$ cat src/rtl/pool_window_fetch.sv
// pool_window_fetch: walks a square conv map in 2x2 windows for a max-pooler.
// For each window it reads four samples from the conv RAM (1-cycle read latency),
// presents them stable with win_valid, waits for the pooler's result pulse and
// writes that result to the next pool-RAM address. One start = one full-map pass.
//
// Ports:
//   clk, rst                 clock, synchronous active-high reset
//   start / busy / done      pass control and status (done is a one-cycle pulse)
//   raddr, ren, rdata        conv RAM read port (rdata valid one cycle after ren)
//   rdata_conv0..3, win_valid  window TL, TR, BL, BR and its valid flag
//   save_rstl, max           pooler result strobe and value
//   waddr_pool, wdata_pool, we_pool  pool RAM write port
//   err                      watchdog flag, only with POOL_FETCH_TIMEOUT_EN
//
// Optional feature: define POOL_FETCH_TIMEOUT_EN to add a 255-cycle WAIT
// watchdog that aborts the pass to DONE and raises err.
module pool_window_fetch #(
    parameter int unsigned addressWidthConv = 10,
    parameter int unsigned dataWidthMax     = 8,
    parameter int unsigned IMG_W            = 26
) (
    input  logic                        clk,
    input  logic                        rst,
    input  logic                        start,
    output logic                        busy,
    output logic                        done,
    output logic [addressWidthConv-1:0] raddr,
    output logic                        ren,
    input  logic [dataWidthMax-1:0]     rdata,
    output logic [dataWidthMax-1:0]     rdata_conv0,
    output logic [dataWidthMax-1:0]     rdata_conv1,
    output logic [dataWidthMax-1:0]     rdata_conv2,
    output logic [dataWidthMax-1:0]     rdata_conv3,
    output logic                        win_valid,
    input  logic                        save_rstl,
    input  logic [dataWidthMax-1:0]     max,
    output logic [addressWidthConv-1:0] waddr_pool,
    output logic [dataWidthMax-1:0]     wdata_pool,
`ifdef POOL_FETCH_TIMEOUT_EN
    output logic                        err,
`endif
    output logic                        we_pool
);

    localparam int unsigned AW = addressWidthConv;
    localparam int unsigned DW = dataWidthMax;
    localparam int unsigned KW = 3;

    typedef enum logic [2:0] {IDLE, FETCH, WAIT, WRITE, DONE} state_t;

    state_t          state, state_d;
    logic [KW-1:0]   k, k_d;
    logic [AW-1:0]   r, r_d, c, c_d, p, p_d;
    logic [AW-1:0]   r_inc, c_inc, base;
    logic [DW-1:0]   conv_q [4];
    logic [DW-1:0]   conv_d [4];
    logic [DW-1:0]   wdata_d;
    logic [AW-1:0]   raddr_d, waddr_d;
    logic            ren_d, busy_d, win_valid_d, we_d, done_d;
`ifdef POOL_FETCH_TIMEOUT_EN
    logic [7:0]      wd, wd_d;
    logic            err_d;
`endif

    assign rdata_conv0 = conv_q[0];
    assign rdata_conv1 = conv_q[1];
    assign rdata_conv2 = conv_q[2];
    assign rdata_conv3 = conv_q[3];

    assign r_inc = r + AW'(2);
    assign c_inc = c + AW'(2);

    // State register plus all counters and registered outputs
    always_ff @(posedge clk) begin
        if (rst) begin
            state      <= IDLE;
            k          <= '0;
            r          <= '0;
            c          <= '0;
            p          <= '0;
            conv_q     <= '{default: '0};
            wdata_pool <= '0;
            raddr      <= '0;
            ren        <= 1'b0;
            busy       <= 1'b0;
            win_valid  <= 1'b0;
            we_pool    <= 1'b0;
            waddr_pool <= '0;
            done       <= 1'b0;
`ifdef POOL_FETCH_TIMEOUT_EN
            wd         <= '0;
            err        <= 1'b0;
`endif
        end else begin
            state      <= state_d;
            k          <= k_d;
            r          <= r_d;
            c          <= c_d;
            p          <= p_d;
            conv_q     <= conv_d;
            wdata_pool <= wdata_d;
            raddr      <= raddr_d;
            ren        <= ren_d;
            busy       <= busy_d;
            win_valid  <= win_valid_d;
            we_pool    <= we_d;
            waddr_pool <= waddr_d;
            done       <= done_d;
`ifdef POOL_FETCH_TIMEOUT_EN
            wd         <= wd_d;
            err        <= err_d;
`endif
        end
    end

    // Next-state, window walk counters and sample capture
    always_comb begin
        state_d = state;
        k_d     = k;
        r_d     = r;
        c_d     = c;
        p_d     = p;
        conv_d  = conv_q;
        wdata_d = wdata_pool;
`ifdef POOL_FETCH_TIMEOUT_EN
        wd_d    = '0;
        err_d   = err;
`endif
        case (state)
            IDLE: begin
                if (start) begin
                    state_d = FETCH;
                    k_d     = '0;
                    r_d     = '0;
                    c_d     = '0;
                    p_d     = '0;
`ifdef POOL_FETCH_TIMEOUT_EN
                    err_d   = 1'b0;
`endif
                end
            end
            FETCH: begin
                // rdata answers the read issued on the previous k
                if (k != '0) begin
                    conv_d[2'(k - KW'(1))] = rdata;
                end
                if (k == KW'(4)) begin
                    state_d = WAIT;
                    k_d     = '0;
                end else begin
                    k_d = k + KW'(1);
                end
            end
            WAIT: begin
                if (save_rstl) begin
                    wdata_d = max;
                    state_d = WRITE;
                end
`ifdef POOL_FETCH_TIMEOUT_EN
                // wd counts completed idle WAIT cycles; this is the 255th
                else if (wd == 8'd254) begin
                    state_d = DONE;
                    err_d   = 1'b1;
                end else begin
                    wd_d = wd + 8'd1;
                end
`endif
            end
            WRITE: begin
                p_d = p + AW'(1);
                k_d = '0;
                if (c_inc == AW'(IMG_W)) begin
                    c_d = '0;
                    if (r_inc == AW'(IMG_W)) begin
                        state_d = DONE;
                    end else begin
                        r_d     = r_inc;
                        state_d = FETCH;
                    end
                end else begin
                    c_d     = c_inc;
                    state_d = FETCH;
                end
            end
            DONE:    state_d = IDLE;
            default: state_d = IDLE;
        endcase
    end

    // Output values for the upcoming state, registered by the block above
    always_comb begin
        base        = r_d * AW'(IMG_W) + c_d;
        ren_d       = (state_d == FETCH) && (k_d != KW'(4));
        raddr_d     = '0;
        if (ren_d) begin
            case (k_d[1:0])
                2'd0:    raddr_d = base;
                2'd1:    raddr_d = base + AW'(1);
                2'd2:    raddr_d = base + AW'(IMG_W);
                default: raddr_d = base + AW'(IMG_W) + AW'(1);
            endcase
        end
        busy_d      = (state_d == FETCH) || (state_d == WAIT) || (state_d == WRITE);
        win_valid_d = (state_d == WAIT);
        we_d        = (state_d == WRITE);
        waddr_d     = we_d ? p_d : '0;
        done_d      = (state_d == DONE);
    end

endmodule

$ cat config.mk
export PLATFORM = sky130hd
export DESIGN_NAME = pool_window_fetch
export DESIGN_NICKNAME = d
export VERILOG_FILES = /design/src/rtl/pool_window_fetch.sv
export SDC_FILE = /design/constraint.sdc
export NUM_CORES = 1
export LEC_CHECK = 0
export BUFFER_PORTS_ARGS = -buffer_cell sky130_fd_sc_hd__buf_2
export CAP_MARGIN = 20
export CORE_MARGIN = 2
export CORE_UTILIZATION = 50
export DETAILED_ROUTE_END_ITERATION = 10
export PLACE_DENSITY = 0.7
export SLEW_MARGIN = 20
export SYNTH_ARGS = -nofsm -noshare
export SYNTH_HDL_FRONTEND = slang
export SYNTH_SLANG_ARGS = --single-unit
$ cat constraint.sdc
create_clock -name clk -period 6.02 [get_ports clk]
set_input_delay 0.602 -clock clk [delete_from_list [all_inputs] [get_ports clk]]
set_output_delay 0.602 -clock clk [all_outputs]
set_load 0.05 [all_outputs]
## After elaboration in Yosys (flattened, before gate mapping)

Index checks and enable logic that the tools add are counted.

| word-level totals | value |
|---|---|
| flip-flop bits (word level) | 101 |
| input bits | 20 |
| logic and storage cells | 78 |

| cells by class | value |
|---|---|
| $add $sub $neg | 9 |
| multiply operators | 1 |
| magnitude comparators | 2 |
| eq/ne operators | 13 |
| multiplexer cells | 22 |
| bitwise logic cells | 3 |
| reduce and logical (&&, ||, !) cells | 11 |

Operators by type and width:

| operator | count |
|---|---|
| 2-to-1 mux 10 bit | 6 |
| one-hot mux 10 bit (2 select lines) | 3 |
| bitwise mux 32 bit | 1 |
| adder 10 x 1 -> 10 bit, second input constant | 3 |
| one-hot mux 10 bit (3 select lines) | 1 |
| 2-to-1 mux 3 bit | 7 |
| adder 10 x 2 -> 10 bit, second input constant | 2 |
| equality test 10 x 5 -> 1 bit, second input constant | 2 |
| demux 8 bit (select 2 bit) | 1 |
| equality test 3 x 2 -> 1 bit, second input constant | 4 |
| one-hot mux 3 bit (4 select lines) | 1 |
| adder 10 bit | 1 |
| adder 10 x 5 -> 10 bit, second input constant | 1 |
| multiplier 10 x 4 -> 9 bit, second input constant | 1 |
| one-hot mux 3 bit (3 select lines) | 1 |
| 2-to-1 mux 8 bit | 1 |
| equality test 3 x 1 -> 1 bit, second input constant | 2 |
| equality test 3 bit, second input constant | 2 |
| AND reduction 2 bit | 2 |
| OR reduction 2 bit | 2 |
| adder 3 x 1 -> 3 bit, second input constant | 1 |
| greater-or-equal comparator 3 bit, second input constant | 1 |
| logical NOT 3 bit | 1 |
| < comparator 3 x 1 -> 1 bit, second input constant | 1 |
| other kinds (10) | 13 |

## Depth between registers and ports, before layout

Gate-level depths: netlist of the first run.

| depth | value |
|---|---|
| word-level depth | 10 |
| gate-level depth with buffers | 24 |

## Least setup slack after synthesis of the first run

Ideal clock, no wire load.

| path | value |
|---|---|
| path type | reg-to-reg |
| from | reg r[3] |
| to | reg raddr[9] |
| arrival | 5.322 ns |
| data required time | 5.877 ns |
| slack | 0.555 ns |
| stages on the path, launching flop included | 21 |
| path buffers | 2 |
| period minus slack after synthesis | 5.465 ns |
| path through | dfxtp_1 buf_2 and3_1 buf_2 a211o_1 a211oi_1 a31oi_1 o21ai_0 nand2_1 o21ai_0 ha_1 fa_1 fa_1 ha_1 and3_1 a2111o_1 xor2_1 xnor2_1 o31a_1 nor4_1 nor3b_1 |

| on the way | value |
|---|---|
| longest elaborated chain between the ends | 10 |
| elaborated cells between the ends (all ways) | 19 |

RTL lines:

| what | line | source |
|---|---|---|
| start: declaration | 53 | `logic [AW-1:0] r, r_d, c, c_d, p, p_d;` |
| start signal: assignment | 97 | `r <= r_d;` |
| adder 10 x 2 -> 10 bit (*) | 70 | `assign r_inc = r + AW'(2);` |
| equality test 10 x 5 -> 1 bit (*) | 174 | `if (r_inc == AW'(IMG_W)) begin` |
| 2-to-1 mux 10 bit (*) | 174 |  |
| 2-to-1 mux 10 bit (*) | 172 | `if (c_inc == AW'(IMG_W)) begin` |
| one-hot mux 10 bit (2 select lines) (*) | 129 | `case (state)` |
| via r_d[1] | 53 |  |
| multiplier 10 x 4 -> 9 bit (*) | 192 | `base = r_d * AW'(IMG_W) + c_d;` |
| adder 10 bit (*) | 192 |  |
| adder 10 x 5 -> 10 bit | 199, 200 |  |
| adder 10 x 1 -> 10 bit | 200 | `default: raddr_d = base + AW'(IMG_W) + AW'(1);` |
| one-hot mux 10 bit (3 select lines) (*) | 196 | `case (k_d[1:0])` |
| end signal: assignment | 102 | `raddr <= raddr_d;` |
| end: declaration | 27 | `output logic [addressWidthConv-1:0] raddr,` |

Mark *: on every way through the listed nets, which the timed path passes. The rest lies on a longest branch.
A chain may end at the register's enable or synchronous reset.

## Worst setup path after layout of the first run

| path | value |
|---|---|
| from | reg r[1] |
| to | reg raddr[9] |

| on the way | value |
|---|---|
| longest elaborated chain between the ends | 10 |
| elaborated cells between the ends (all ways) | 19 |

RTL lines:

| what | line |
|---|---|
| adder 10 x 2 -> 10 bit (*) | 70 |
| equality test 10 x 5 -> 1 bit | 174 |
| 2-to-1 mux 10 bit (*) | 174 |
| 2-to-1 mux 10 bit (*) | 172 |
| one-hot mux 10 bit (2 select lines) (*) | 129 |
| via r_d[2] | 53 |
| multiplier 10 x 4 -> 9 bit (*) | 192 |
| adder 10 bit (*) | 192 |
| adder 10 x 5 -> 10 bit | 199, 200 |
| adder 10 x 1 -> 10 bit | 200 |
| one-hot mux 10 bit (3 select lines) (*) | 196 |

Marks and branches as above.

==> run_results.csv, run 1 <==
group,metric,value,unit
run_status,outcome,"complete, no violations",
logic_synthesis,synth_area_per_cell,8.888,um^2
logic_synthesis,syn_area,5413,um^2
logic_synthesis,yosysWarnings,0,
global_route,antenna_found_initial,0,
final_layout,antenna_cells,0,
clocking,clock-root-buffer,"clkbuf_8",
timing,setup_viol,0,
timing,tightestPinTransition,0.7775,ns
drt,ant_nets,0,
setup_path,crit_fanout,7,
final_layout,final_area,6177,um^2
setup_path,ff2ff_path_depth,18,
drt,first_iter_violations,261,
logic_synthesis,netlist_instances,609,
placed_design,dp_cells,815,
timing,skew,0.01337,ns
drt,routed_wl,12180,um
drt,routedWlPerCell,14.66,um
drt,viasPerCell,5.474,
drt,vias,4549,
placed_design,place_area,5967,um^2
clocking,cts_sinks,101,
placed_design,hpwl,9108,um
clocking,cts_inserted_buffers,9,
logic_synthesis,ys_types,63,
final_layout,nets,746,
timing,fmax,0.1785,GHz
logic_synthesis,ys.flop_type,"dfxtp_1",
global_route,grt_pass1_wl,20210,um
setup_path,rrSetupSlack,0.42,ns
clocking,cts-htree-levels,3,
clocking,cts_tree,"done",
timing,final_hold_viol_count,0,
floorplan,ios,85,
floorplan,die_w,108.0,um
floorplan,core-area,10420,um^2
min_path,min_path_type,"in2reg",
floorplan,die_area,11670,um^2
clocking,clockBufferDepth,2,
timing,slew_viol_final,0,
setup_path,crit_path_start_kind,"flip-flop",
final_layout,fillCellCount,946,
logic_synthesis,yosysTopAreaCellShare,0.3736,
pwr,total_power,0.001153,W
clocking,clock_latency,0.37,ns
setup_path,cp-startpoint,"r[1]",
logic_synthesis,synth_top_cell_by_area,"dfxtp_1",
final_layout,area_growth,14.12,%
logic_synthesis,ys_seq_area_frac,0.3736,
global_route,grt_overflow,0,
global_route,grt_pass1_vias,4399,
final_layout,drive_gt1_frac,0.1842,
run,cap_violations,0,
logic_synthesis,synth_edf_count,0,
final_layout,final_common_cell,"dfxtp_1",
setup_path,cp.required,6.31,ns
drt,drc,0,
setup_path,cp.arrival,5.89,ns
logic_synthesis,ys_async_sr_fraction,0,
setup_path,end_kind,"flip-flop",
final_layout,fin_util,0.5930,
floorplan,rows,37,
timing,relSlewSlack,0.4808,
placed_design,place_congestion,0.8756,
pwr,p_leak,2.939,nW
setup_path,reg2reg_from,"r[1]",
pwr,p_per_area,186.6,nW/um^2
final_layout,multi_input_area,3223,um^2
logic_synthesis,synthTopCellsByArea,"dfxtp_1 37%, mux2i_1 7.6%, ha_1 6.9%, nor2_1 6.4%, o21ai_0 3.9%",
clocking,path_clk_slew,0.10,ns
final_layout,final_cell_mix,"101 x dfxtp_1, 93 x nor2_1, 84 x buf_2",
floorplan,initial_core_util,0.5196,
clocking,ctsHoldBuffers,0,
global_route,grt_max_degree,60,
setup_path,path_class,"reg2reg",
setup_path,endpoint,"raddr[9]",
final_layout,final_cell_count_no_fill,831,
drt,dr.pass1.iters,5,
timing,period_share,0.9309,
logic_synthesis,syn_nets,665,
final_layout,area.sequential,2022,um^2
logic_synthesis,ys_seq_elements,101,
floorplan,die_y,108.0,um
pwr,vdd.ir_drop.worst,0.0001211,V
global_route,grt_use_total,0.2146,
placed_design,port_buffers,84,
setup_path,rr_endpoint,"raddr[9]",
timing,finalCriticalPeriod,5.604,ns
## routing by layer
layer / share of wire / up-vias / wire length [um] / global-route usage
met5: 0 / - / 0 / 0
met4: 0.013 / 0 / 153 / 0.08150
met3: 0.040 / 14 / 487 / 0.03436
met2: 0.48 / 99 / 5841 / 0.3639
met1: 0.47 / 2130 / 5701 / 0.2749
li1: - / 2306 / - / -
## timing repair
| item | 4_1_cts | 5_1_grt |
|---|---|---|
| resized for setup | 0 | 5 |
| endpoints found under the setup margin | 0 | 3 |
| setup buffers | 0 | 0 |
## layout make-up
type / instances / share of cell area
timing repair buffer: 95 / 0.08143
clock inverter: 6 / 0.009723
sequential: 101 / 0.3273
clock buffer: 10 / 0.02066
inverter: 19 / 0.01155
tap: 136 / 0.02755
multi-input combinational: 464 / 0.5218
## Yosys cell counts (5+ instances only)
master	count
mux2i_1	41
xnor2_1	20
clkbuf_1	17
xor2_1	9
a211oi_1	8
nand2b_1	6
a31oi_1	5
nor2_1	93
ha_1	30
dfxtp_1	101
buf_2	5
nor3_1	7
a21o_1	6
nand4_1	8
inv_1	19
and3_1	13
o21ai_0	42
fa_1	6
nor2b_1	5
nand3_1	13
a21oi_1	21
nand2_1	36
and2_1	29
## power breakdown
group          total [W]  internal, W  switching (W)
logic          0.0000669    0.0000204      0.0000464
registers       0.000675     0.000672     0.00000349
clock network   0.000411     0.000158       0.000252
## flip-flops by register name, summed over array words and instances, names as in the netlist, 3 cells and up
register and flops:
rdata_conv1 8, waddr_pool 10, k 3, c 10, state 3, raddr 10, rdata_conv2 8, p 10
rdata_conv0 8, wdata_pool 8, r 10, rdata_conv3 8
## critical path, stage by stage, from the launching register on
cell and delay (ns):
dfxtp_1 0.39, ha_1 0.30, nand3_1 0.22, o21a_1 0.23, a211oi_1 0.25, a31oi_1 0.15
o21ai_1 0.26, a22o_1 0.29, ha_1 0.27, fa_1 0.51, fa_1 0.51, ha_1 0.38
and3_1 0.17, a2111o_1 0.48, xor2_2 0.28, xnor2_1 0.12, o31a_1 0.33, o31ai_1 0.19
nor3b_1 0.20
## worst min-delay path by stage
stage	startpoint	endpoint	slack, ns	cells past startpoint
floorplan	r[9]	r[9]	0.46	2
global placement	wdata_pool[2]	wdata_pool[2]	0.47	2
detailed placement	rdata_conv1[3]	rdata_conv1[3]	0.48	2
CTS	max[4]	wdata_pool[4]	0.46	3
global route	max[3]	wdata_pool[3]	0.48	3
finish	max[4]	wdata_pool[4]	0.47	3
## metrics by stage
| step | TNS (ns) | hold WS [ns] | worst slack, ns |
|---|---|---|---|
| 6_report | 0 | 0.4711 | 0.4163 |
| 5_1_grt | -0.01524 | 0.4824 | -0.01524 |
| 4_1_cts | 0 | 0.4586 | 0.2659 |
| 3_5_place_dp | 0 | 0.4808 | 0.3033 |
| 3_3_place_gp | 0 | 0.4699 | 0.4794 |
| 2_1_floorplan | 0 | 0.4636 | 0.5545 |
## kinds of logic after synthesis
family          Yosys count  share of synthesized area
simple gates            234                     0.2159
mux                      41                    0.07582
flops                   101                     0.3736
xor+xnor                 31                    0.05525
buf+inv                  44                    0.03514
fa+ha+maj                36                    0.09154
compound gates          122                     0.1528
Power figures use the tool's default switching activity.
==> run 2: changes to the inputs <==
==> constraint.sdc (replaced) <==
create_clock -name clk -period 5.4 [get_ports clk]
set_input_delay 0.54 -clock clk [delete_from_list [all_inputs] [get_ports clk]]
set_output_delay 0.54 -clock clk [all_outputs]
set_load 0.05 [all_outputs]
==> run 2 against run 1 <==
Sequential power is 11% higher; cell area up 3.6%; clock skew about the same; worst setup slack lost 0.22 ns; sequential share of layout area fell by 1.1 points; combinational power grew 17%; largest cell class unchanged.
==> run_results.csv, run 2 (synthesis gave the netlist of run 1 again) <==
group,metric,value,unit
run_status,outcome,"complete, no violations",
pwr,p_per_area,201.1,nW/um^2
floorplan,core-area,10420,um^2
timing,slew_viol_final,0,
global_route,grt_pass1_vias,4444,
timing,finalCriticalPeriod,5.199,ns
clocking,clock_latency,0.37,ns
global_route,grt_max_degree,60,
drt,viasPerCell,5.479,
pwr,switchingPower,0.0003357,W
floorplan,ios,85,
timing,tightestPinTransition,0.8382,ns
clocking,clockBufferDepth,2,
final_layout,final_common_cell,"dfxtp_1",
setup_path,path_class,"reg2reg",
drt,ant_nets,0,
pwr,swShare,0.2607,
pwr,p_int,0.0009519,W
pwr,p_leak,3.024,nW
setup_path,crit_path_start_kind,"flip-flop",
run,cap_violations,0,
drt,routed_wl,12450,um
global_route,grt_use_total,0.2149,
floorplan,die_w,108.0,um
clocking,cts_sinks,101,
drt,first_iter_violations,259,
timing,relSlewSlack,0.4403,
pwr,clockPowerShare,0.356,
setup_path,end_kind,"flip-flop",
timing,final_hold_viol_count,0,
clocking,cts-htree-levels,3,
timing,fmax,0.1923,GHz
pwr,p_seq_frac,0.583,
final_layout,final_cell_mix,"100 x dfxtp_1, 91 x nor2_1, 84 x buf_2",
final_layout,drive_gt1_frac,0.2286,
final_layout,fin_util,0.6147,
placed_design,hpwl,9298,um
drt,routedWlPerCell,14.67,um
setup_path,crit_fanout,5,
pwr,combPwrFrac,0.061,
final_layout,fillCellCount,930,
timing,skew,0.01327,ns
global_route,grt_pass1_wl,20320,um
clocking,clock-root-buffer,"clkbuf_8",
clocking,path_clk_slew,0.11,ns
placed_design,place_area,6087,um^2
final_layout,antenna_cells,0,
final_layout,nets,764,
timing,fin_ws,0.2010,ns
floorplan,die_area,11670,um^2
setup_path,cp.required,5.63,ns
timing,period_share,0.9628,
global_route,grt_overflow,0,
floorplan,initial_core_util,0.5196,
clocking,ctsHoldBuffers,0,
clocking,cts_tree,"done",
clocking,cts_inserted_buffers,9,
min_path,min_path_type,"in2reg",
setup_path,cp.arrival,5.43,ns
timing,hold_slack,0.3990,ns
floorplan,die_y,108.0,um
pwr,total_power,0.001288,W
drt,drc,0,
pwr,vdd.ir_drop.worst,0.0001491,V
timing,setup_viol,0,
final_layout,final_area,6402,um^2
floorplan,rows,37,
drt,dr.pass1.iters,4,
final_layout,area_growth,18.28,%
drt,vias,4652,
placed_design,port_buffers,84,
placed_design,preCtsSetupSlack,-0.1276,ns
placed_design,place_congestion,0.8409,
global_route,antenna_found_initial,0,
-- run 2: power groups by stage --
stage / combinational (W) / clock [W] / sequential [W]
3_5_place_dp: 0.0000771 / 0 / 0.000768
2_1_floorplan: 0.0000432 / 0 / 0.000779
3_3_place_gp: 0.0000755 / 0 / 0.000768
5_1_grt: 0.0000855 / 0.000504 / 0.000752
6_report: 0.0000784 / 0.000458 / 0.000751
4_1_cts: 0.0000774 / 0.000473 / 0.000751
-- run 2: what timing repair did --
item	4_1_cts	5_1_grt
setup buffers	0	3
endpoints found under the setup margin	2	4
gates resized for setup	3	19
pin swaps	1	13
-- run 2: metrics by stage --
stage	std cells	setup TNS (ns)
after floorplan	609	0
after global placement	830	0
after detailed placement	830	-0.1460
after CTS	846	0
after global routing	849	-0.08861
final	849	0
-- run 2: worst paths after layout --
kind	from	to	slack, ns	depth (start not counted)
setup / recovery	r[1]	raddr[8]	0.20	19
setup reg to reg	r[1]	raddr[8]	0.20	19
hold reg to reg	wdata_pool[3]	wdata_pool[3]	0.50	2
hold / removal	max[6]	wdata_pool[6]	0.40	3
-- run 2: layout make-up --
| type | instances | area, um^2 | area share |
|---|---|---|---|
| clock buffer | 9 | 123.9 | 0.01935 |
| inverter | 19 | 71.32 | 0.01114 |
| multi-input combinational | 464 | 3307 | 0.5165 |
| clock inverter | 7 | 68.82 | 0.01075 |
| tap | 136 | 170.2 | 0.02658 |
| sequential | 101 | 2023 | 0.3160 |
| timing repair buffer | 113 | 638.1 | 0.09967 |
-- run 2: critical path, stage by stage, from the launching register on --
cell and delay, ns:
dfxtp_2 0.38, ha_1 0.19, nand3_1 0.15, o21a_1 0.22
a211oi_1 0.27, a31oi_1 0.17, o21ai_1 0.23, a22o_1 0.22
ha_1 0.25, fa_2 0.45, fa_1 0.60, ha_4 0.22
and2_1 0.16, a2111o_1 0.52, xor2_4 0.29, nand4_1 0.19
nor2_2 0.22, xnor2_1 0.16, xnor2_1 0.14, nor2_1 0.05
-- run 2: layer usage --
metal	wire [um]	global-route usage	part of all wire	up-vias
li1	-	-	-	2333
met1	5768	0.2782	0.46	2189
met2	6007	0.3657	0.48	109
met3	476	0.04159	0.038	21
met4	201	0.06044	0.016	0
met5	0	0	0	-
